$ cat config.mk
export PLATFORM = sky130hd
export DESIGN_NAME = aes_roundtrip_seq
export DESIGN_NICKNAME = d
export VERILOG_FILES = /design/src/rtl/aes_pkg.sv /design/src/rtl/aes_msg_lfsr.sv /design/src/rtl/aes_roundtrip_seq.sv
export SDC_FILE = /design/constraint.sdc
export NUM_CORES = 1
export LEC_CHECK = 0
export BUFFER_PORTS_ARGS = -buffer_cell sky130_fd_sc_hd__buf_2
export CAP_MARGIN = 15
export CORE_ASPECT_RATIO = 0.6
export CORE_MARGIN = 4
export CORE_UTILIZATION = 35
export DETAILED_ROUTE_END_ITERATION = 10
export MAX_ROUTING_LAYER = met4
export SYNTH_ARGS = -nofsm -noshare
export SYNTH_HDL_FRONTEND = slang
export SYNTH_SLANG_ARGS = --single-unit
$ cat constraint.sdc
create_clock -name clk -period 5.6 [get_ports clk]
set_input_delay 0.28 -clock clk [delete_from_list [all_inputs] [get_ports clk]]
set_output_delay 0.28 -clock clk [all_outputs]
set_load 0.05 [all_outputs]
$ cat src/rtl/aes_pkg.sv
// aes_pkg -- shared definitions for the AES round-trip self-test sequencer.
//   state_t      : sequencer states (IDLE, ENC_REQ, DEC_REQ, CHECK, DONE)
//   MODE_*       : key-length / run-mode encodings driven on the mode port
//   GF_POLY      : reduction constant used when doubling a message in GF(2^128)
//   gf_double()  : next test message from the current one
//   mode_valid() : true for any mode that actually starts a run
package aes_pkg;

  typedef enum logic [2:0] {
    IDLE    = 3'd0,
    ENC_REQ = 3'd1,
    DEC_REQ = 3'd2,
    CHECK   = 3'd3,
    DONE    = 3'd4
  } state_t;

  localparam logic [1:0] MODE_OFF    = 2'b00;
  localparam logic [1:0] MODE_AES128 = 2'b01;
  localparam logic [1:0] MODE_AES192 = 2'b10;
  localparam logic [1:0] MODE_AES256 = 2'b11;

  localparam logic [127:0] GF_POLY = 128'h87;

  // Multiply by x in GF(2^128): shift left, fold the carried-out bit back in.
  function automatic logic [127:0] gf_double(input logic [127:0] v);
    return {v[126:0], 1'b0} ^ (v[127] ? GF_POLY : 128'h0);
  endfunction

  function automatic logic mode_valid(input logic [1:0] m);
    return (m == MODE_AES128) || (m == MODE_AES192) || (m == MODE_AES256);
  endfunction

endpackage

$ cat src/rtl/aes_msg_lfsr.sv
// aes_msg_lfsr -- 128-bit test-message generator.
//   clk, reset : clock, synchronous active-high reset (state clears to 0)
//   load       : state <= seed
//   step       : state <= state * x in GF(2^128) (load has priority)
//   seed       : value loaded on load
//   state      : current message
module aes_msg_lfsr
  import aes_pkg::*;
(
  input  logic         clk,
  input  logic         reset,
  input  logic         load,
  input  logic         step,
  input  logic [127:0] seed,
  output logic [127:0] state
);

  logic [127:0] state_reg;

  always_ff @(posedge clk) begin
    if (reset) begin
      state_reg <= '0;
    end else if (load) begin
      state_reg <= seed;
    end else if (step) begin
      state_reg <= gf_double(state_reg);
    end
  end

  assign state = state_reg;

endmodule

$ cat src/rtl/aes_roundtrip_seq.sv
// aes_roundtrip_seq -- drives NUM_VECTORS messages through an external AES
// encrypt core and back through a decrypt core, counting round trips whose
// plaintext comes back unchanged.
//   clk, reset                 : clock, synchronous active-high reset
//   mode, start                : run mode (00 off) and run-request pulse
//   enc_req/key_len/data       : encrypt request, held until enc_ack
//   enc_ack, enc_result        : encrypt response pulse and ciphertext
//   dec_req/key_len/data       : decrypt request, held until dec_ack
//   dec_ack, dec_result        : decrypt response pulse and plaintext
//   byte_sel, disp_byte        : byte of the last captured plaintext
//   busy, pass_led, fail_led   : run status
//   pass_cnt, fail_cnt         : saturating result counters
// Build option: define AES_ACK_TIMEOUT_EN to add an ack watchdog that aborts
// the run to DONE (counting one failure) after TIMEOUT_CYCLES cycles without ack.
module aes_roundtrip_seq
  import aes_pkg::*;
#(
  parameter int           NUM_VECTORS    = 4,
  parameter int           CNT_W          = 8,
  parameter logic [127:0] SEED           = 128'h00112233445566778899aabbccddeeff,
  parameter int           TIMEOUT_CYCLES = 64
) (
  input  logic             clk,
  input  logic             reset,
  input  logic [1:0]       mode,
  input  logic             start,
  output logic             enc_req,
  output logic [1:0]       enc_key_len,
  output logic [127:0]     enc_data,
  input  logic             enc_ack,
  input  logic [127:0]     enc_result,
  output logic             dec_req,
  output logic [1:0]       dec_key_len,
  output logic [127:0]     dec_data,
  input  logic             dec_ack,
  input  logic [127:0]     dec_result,
  input  logic [3:0]       byte_sel,
  output logic [7:0]       disp_byte,
  output logic             busy,
  output logic             pass_led,
  output logic             fail_led,
  output logic [CNT_W-1:0] pass_cnt,
  output logic [CNT_W-1:0] fail_cnt
);

  state_t           state_reg, state_next;
  logic [1:0]       mode_reg;
  logic [7:0]       vec_idx_reg;
  logic [127:0]     ct_reg, pt_reg, msg;
  logic [CNT_W-1:0] pass_cnt_reg, fail_cnt_reg;
  logic             run_start, last_vec, idle_like, timeout;

  function automatic logic [CNT_W-1:0] sat_inc(input logic [CNT_W-1:0] v);
    return (&v) ? v : v + CNT_W'(1);
  endfunction

  assign run_start = start && mode_valid(mode);
  assign last_vec  = (vec_idx_reg == 8'(NUM_VECTORS - 1));
  assign idle_like = (state_reg == IDLE) || (state_reg == DONE);

  aes_msg_lfsr u_msg (
    .clk   (clk),
    .reset (reset),
    .load  (idle_like && run_start),
    .step  ((state_reg == CHECK) && !last_vec),
    .seed  (SEED),
    .state (msg)
  );

`ifdef AES_ACK_TIMEOUT_EN
  localparam int TW = $clog2(TIMEOUT_CYCLES + 1);
  logic [TW-1:0] wait_cnt_reg;

  // Counts cycles spent in the current request state; restarts on any move.
  always_ff @(posedge clk) begin
    if (reset) begin
      wait_cnt_reg <= '0;
    end else if (((state_reg == ENC_REQ) || (state_reg == DEC_REQ)) &&
                 (state_next == state_reg)) begin
      wait_cnt_reg <= wait_cnt_reg + TW'(1);
    end else begin
      wait_cnt_reg <= '0;
    end
  end

  // High during the last permitted request cycle.
  assign timeout = (wait_cnt_reg == TW'(TIMEOUT_CYCLES - 1));
`else
  assign timeout = 1'b0;
`endif

  // State register
  always_ff @(posedge clk) begin
    if (reset) state_reg <= IDLE;
    else       state_reg <= state_next;
  end

  // Next-state logic; acks only count in their own request state.
  always_comb begin
    state_next = state_reg;
    case (state_reg)
      IDLE, DONE: if (run_start) state_next = ENC_REQ;
      ENC_REQ: begin
        if (enc_ack)      state_next = DEC_REQ;
        else if (timeout) state_next = DONE;
      end
      DEC_REQ: begin
        if (dec_ack)      state_next = CHECK;
        else if (timeout) state_next = DONE;
      end
      CHECK:   state_next = last_vec ? DONE : ENC_REQ;
      default: state_next = IDLE;
    endcase
  end

  // Datapath: latched mode, vector index, captured ct/pt, counters.
  always_ff @(posedge clk) begin
    if (reset) begin
      mode_reg     <= MODE_OFF;
      vec_idx_reg  <= '0;
      ct_reg       <= '0;
      pt_reg       <= '0;
      pass_cnt_reg <= '0;
      fail_cnt_reg <= '0;
    end else begin
      case (state_reg)
        IDLE, DONE: begin
          if (run_start) begin
            mode_reg     <= mode;
            vec_idx_reg  <= '0;
            pass_cnt_reg <= '0;
            fail_cnt_reg <= '0;
          end
        end
        ENC_REQ: begin
          if (enc_ack)      ct_reg       <= enc_result;
          else if (timeout) fail_cnt_reg <= sat_inc(fail_cnt_reg);
        end
        DEC_REQ: begin
          if (dec_ack)      pt_reg       <= dec_result;
          else if (timeout) fail_cnt_reg <= sat_inc(fail_cnt_reg);
        end
        CHECK: begin
          if (pt_reg == msg) pass_cnt_reg <= sat_inc(pass_cnt_reg);
          else               fail_cnt_reg <= sat_inc(fail_cnt_reg);
          if (!last_vec)     vec_idx_reg  <= vec_idx_reg + 8'd1;
        end
        default: ;
      endcase
    end
  end

  // Outputs decoded from the registered state so they drop on the same
  // edge that leaves a state (including reset).
  always_comb begin
    enc_req     = 1'b0;
    enc_key_len = 2'b00;
    enc_data    = '0;
    dec_req     = 1'b0;
    dec_key_len = 2'b00;
    dec_data    = '0;
    busy        = 1'b0;
    pass_led    = 1'b0;
    fail_led    = 1'b0;
    case (state_reg)
      ENC_REQ: begin
        enc_req     = 1'b1;
        enc_key_len = mode_reg;
        enc_data    = msg;
        busy        = 1'b1;
      end
      DEC_REQ: begin
        dec_req     = 1'b1;
        dec_key_len = mode_reg;
        dec_data    = ct_reg;
        busy        = 1'b1;
      end
      CHECK: busy = 1'b1;
      DONE: begin
        pass_led = (fail_cnt_reg == '0);
        fail_led = (fail_cnt_reg != '0);
      end
      default: ;
    endcase
  end

  assign disp_byte = pt_reg[{byte_sel, 3'b000} +: 8];
  assign pass_cnt  = pass_cnt_reg;
  assign fail_cnt  = fail_cnt_reg;

endmodule

==> results of run 1 <==
area by class of cell:
cell class              count  area (µm²)
clock buffers              64        1245
repair buffers            798        5185
clock inverters            11       195.2
diodes                      9       22.52
fillers                  5082       27180
inverters                   6       22.52
multi-input cells        1795        9866
well taps                 703       879.6
flip-flops and latches    413        8268
cell usage after synthesis (all sizes together) (6+ instances only):
cell type / count
xor2: 132
a31oi: 7
nor4: 35
nand4: 12
buf: 19
a21oi: 332
dfxtp: 413
a21o: 6
nand2: 675
nand3: 21
clkbuf: 164
nor2: 84
mux4: 40
and2: 264
and3: 7
inv: 6
nor3: 131
logic make-up after synthesis:
kind of cell	Yosys count	synth area share
multiplexers	42	0.04903
AO/OA/AOI/OAI	368	0.1019
adder cells (fa/ha/maj)	4	0.002661
buffers and inverters	189	0.03878
AND/OR/NAND/NOR	1246	0.3052
flip-flops	413	0.4396
XOR/XNOR	135	0.06286
worst min-delay path, stage by stage:
cell and delay, ps:
buf_2 100, nand2_1 90, a21oi_1 60
worst paths after layout:
| check | start | endpoint | slack, ps |
|---|---|---|---|
| max | u_msg.state[69] | pass_cnt[3] | 1650 |
| max reg2reg | u_msg.state[69] | pass_cnt[3] | 1650 |
| min reg2reg | ct_reg[62] | ct_reg[62] | 450 |
| min | dec_result[111] | pt_reg[111] | 7 |
routing by layer:
metal / wire [µm] / share of wire
met3: 8107 / 0.098
met2: 34760 / 0.42
met4: 2329 / 0.028
met5: 0 / 0
met1: 37130 / 0.45
timing repair:
item,CTS,global route
hold buffers,224,1
resized for setup,0,0
hold endpoints to repair,224,1
power breakdown:
group	leakage, nW	total [mW]	internal (mW)	switching (mW)
logic	7.35	1.58	0.523	1.06
registers	3.35	3.36	3.13	0.227
clock network	0.690	3.01	1.73	1.28
through the flow:
step	setup WS, ps	util	std cells	power, mW	instance area [µm²]
3_5_place_dp	1529	0.4155	3489	4.825	21960
4_1_cts	1523	0.4851	3788	7.930	25650
2_1_floorplan	3362	-	2397	4.266	18810
6_report	1650	0.4858	3799	7.950	25680
5_1_grt	1526	0.4857	3796	8.227	25680
3_3_place_gp	1514	0.4155	3489	4.805	21960
==> flow_summary.yaml, run 1 <==
timing:
  min_period_ps: 3950
  fin_skew_ps: 37.68
  final-setup-viol-count: 0
  post-route-period-util: 0.7054
  hold_violations: 0
  tightest_slew_ps: 1130
  max_freq_mhz: 253.1
  rsz0062_at_grt: "no"
  drv_slew: 0
  hold_slack_ps: 6.639
  setup_tns_ps: 0
  maxSlewHeadroom: 0.2451
setup_path:
  crit_path_end_kind: "register"
  cp-start-kind: "register"
  worstSetupPathType: "reg2reg"
  crit_cells: 7
  worstPathCellList: "xor2_1 > nor4_1 > nand4_1 > nor4_2 > nand2_1 > or4_1 > a31oi_1"
  max_stage_delay_ps: 760
  required_ps: 6070
  critPathArrivalTime_ps: 4420
  cp_max_fo: 22
  cp_num_buf_inv: 0
  slowest_stage: "nor4_1"
  reg2reg_depth: 7
  cp_top_family: "simple AND/OR/NAND/NOR gates"
floorplan:
  core_um2: 52860
  die_x_um: 307.3
  start_util: 0.3558
  rows: 65
  fp.dieH_um: 187.6
  io_pins: 556
  die-area_um2: 57640
logic_synthesis:
  ys_ff_latch: 413
  ys_warn_count: 0
  yosysUniqueCellTypes: 39
  synth-edff-count: 0
  yosys.area.top_type_share: 0.4396
  synth_area_leaders: "dfxtp_1 44%, nand2_1 13%, a21oi_1 8.8%"
  synth_top_area_cell: "dfxtp_1"
  syn_nets: 2668
  synth_area_um2: 18810
  synth_area_per_cell_um2: 7.847
  synth_seq_area_share: 0.4396
  synthCells: 2397
  synthFlopType: "dfxtp_1"
  async_flop_share: 0
cts:
  post_cts_buffers: 0
  insertion_delay_ps: 570
  cts_inserted_buffers: 43
  clockRootBuffer: "clkbuf_16"
  clk_pin_slew_ps: 70
  cts_sinks: 413
  htree_num_levels: 2
  cts_tree: "done"
  cts_buffer_depth: 3
min_path:
  min_path_type: "in2reg"
  holdPathStages: 3
global_route:
  use_met2: 0.3978
  gr-usage-met3: 0.06390
  grt_max_degree: 132
  gr-usage-all-layers: 0.2823
  grt.busiest_layer: "met1"
  use_met1: 0.4052
  grt_antenna_before_repair: 10
  grt_pass1_wl_mm: 121.5
  grt_pass1_vias: 19140
  overflow: 0
routing:
  routed_wl_mm: 82.33
  wire_per_inst_um: 21.67
  drt_iter0_drc: 2265
  viasPerCell: 5.268
  dr_total_vias: 20020
  drc: 0
  drt-pass1-iter-count: 6
  final_antenna_net_count: 0
place:
  hpwl_mm: 58.92
  gp_congestion: 0.9995
  port_buffers: 555
final_layout:
  syn_to_final_growth_pct: 36.55
  final_cell_mix: "672 x nand2_1, 555 x buf_2, 413 x dfxtp_1"
  drive_gt1_frac: 0.2251
  layout_commonest_cell: "nand2_1"
  nNetsFinal: 3328
flow_run:
  max_cap_violations: 0
status:
  outcome: "finished clean"
power_and_ir_drop:
  peakVddDrop_uv: 246.5
  cellPowerDensity_nw_per_um2: 309.6
  p_leak_nw: 11.40
Power figures use the tool's default switching activity.
==> run 2: changes to the inputs <==
clock period = 3.85 ns   (was 5.6 ns; I/O delays follow)
==> run 2 against run 1 <==
First-iteration DRC count down 4.9%. Routed wire length up 0.26%. Largest power group unchanged. Critical endpoint is now pass_cnt[7]. Sequential power up 45%. Largest cell class unchanged.
==> flow_summary.yaml, run 2 (same netlist as run 1, synthesis figures left out) <==
power_and_ir_drop:
  swShare: 0.3246
  totalPowerFinal_mw: 11.19
  combPwrFrac: 0.212
  power.internal_mw: 7.558
  p_sw_mw: 3.632
  peakVddDrop_uv: 284.8
  p_leak_nw: 11.50
  pwr-share-clk: 0.353
  cellPowerDensity_nw_per_um2: 431.3
  pwr-share-seq: 0.435
cts:
  insertion_delay_ps: 560
  cts_tree: "done"
  cts_inserted_buffers: 41
  cts_sinks: 413
  cts_buffer_depth: 3
  cts_resized: 0
  clockRootBuffer: "clkbuf_16"
  post_cts_buffers: 0
  htree_num_levels: 2
  clk_pin_slew_ps: 70
setup_path:
  critPathArrivalTime_ps: 4060
  worstSetupPathType: "reg2reg"
  cp-start-kind: "register"
  crit_path_end_kind: "register"
  required_ps: 4340
  cp_max_fo: 21
routing:
  routed_wl_mm: 82.54
  drt_iter0_drc: 2154
  drt-pass1-iter-count: 5
  drc: 0
  viasPerCell: 5.243
  final_antenna_net_count: 0
  dr_total_vias: 20060
  wire_per_inst_um: 21.57
floorplan:
  core_um2: 52860
  die-area_um2: 57640
  die_x_um: 307.3
  io_pins: 556
  start_util: 0.3558
  rows: 65
  fp.dieH_um: 187.6
timing:
  hold_slack_ps: 70.88
  max_freq_mhz: 280.6
  hold_violations: 0
  drv_slew: 0
  min_period_ps: 3564
  fin_skew_ps: 21.43
  tightest_slew_ps: 1212
  final-setup-viol-count: 0
  maxSlewHeadroom: 0.1848
  post-route-period-util: 0.9258
  rsz0062_at_grt: "no"
  setup_tns_ps: 0
flow_run:
  max_cap_violations: 0
min_path:
  min_path_type: "in2reg"
place:
  place_area_um2: 22090
  gp_congestion: 0.9767
  port_buffers: 555
  hpwl_mm: 58.45
global_route:
  grt_max_degree: 143
  overflow: 0
  grt_pass1_wl_mm: 121.6
  gr-usage-all-layers: 0.2824
  grt_antenna_before_repair: 7
  grt_pass1_vias: 19220
final_layout:
  nNetsFinal: 3361
  final_area_um2: 25940
  fin_util: 0.4907
  drive_gt1_frac: 0.2214
  syn_to_final_growth_pct: 37.92
  fillerInstances: 5092
  layout_commonest_cell: "nand2_1"
  final_cell_mix: "672 x nand2_1, 554 x buf_2, 413 x dfxtp_1"
status:
  outcome: "finished clean"
==> run 2: cell types whose count changed in the layout (fill, tap and decap cells not counted), moves of 2 or more <==
cell,change
buf_12,+8
buf_4,-4
bufinv_16,-3
clkbuf_1,+2
clkbuf_16,-2
clkinv_8,-2
dlygate4sd3_1,+32
inv_6,+2
==> run 2: per-layer routing <==
| layer | vias to the layer above | share of wire | GRT usage |
|---|---|---|---|
| li1 | 9286 | - | - |
| met1 | 9577 | 0.43 | 0.3880 |
| met2 | 1014 | 0.42 | 0.3940 |
| met3 | 187 | 0.11 | 0.08625 |
| met4 | 0 | 0.037 | 0.09382 |
| met5 | - | 0 | - |
==> run 2: path summary, 6_finish.rpt <==
| path | from | end | slack [ps] | depth (start not counted) |
|---|---|---|---|---|
| max | u_msg.state[87] | pass_cnt[7] | 290 | 8 |
| max reg2reg | u_msg.state[87] | pass_cnt[7] | 290 | 8 |
| min | dec_result[110] | pt_reg[110] | 70 | 3 |
| min reg2reg | ct_reg[55] | ct_reg[55] | 450 | 2 |
==> run 2: what timing repair did <==
| action | in CTS | in global routing |
|---|---|---|
| endpoints found under the hold margin | 257 | 0 |
| endpoints found under the setup margin | 0 | 0 |
| hold buffers | 257 | 0 |
==> run 2: per-stage QoR <==
stage	cells	setup slack [ps]
floorplan	2397	1699
global placement	3493	547.2
detailed placement	3493	552.2
CTS	3819	545.5
global route	3825	371.2
finish	3827	285.6
==> run 2: power groups by stage <==
stage | combinational (mW) | clock, mW | sequential, mW
2_1_floorplan | 1.39 | 0 | 4.81
3_3_place_gp | 2.07 | 0 | 4.94
3_5_place_dp | 2.09 | 0 | 4.95
4_1_cts | 2.31 | 4.01 | 4.86
5_1_grt | 2.51 | 4.17 | 4.90
6_report | 2.37 | 3.95 | 4.87
==> run 2: final cells by class <==
class / count / area [µm²] / share of cell area
Antenna cell: 8 / 20.02 / 0.0007717
Multi-Input combinational cell: 1795 / 9866 / 0.3803
Timing Repair Buffer: 833 / 5630 / 0.2170
Sequential cell: 413 / 8268 / 0.3187
Tap cell: 703 / 879.6 / 0.03391
Inverter: 6 / 22.52 / 0.0008681
Clock inverter: 6 / 67.56 / 0.002604
Clock buffer: 63 / 1189 / 0.04582
==> run 2: critical path, cell delays in order (launching register included) <==
cell,delay [ps]
dfxtp_1,430
xor2_1,290
nor4_1,1080
nand4_1,230
nor4_2,540
nand2_1,150
buf_4,240
o41ai_1,380
o21a_1,140
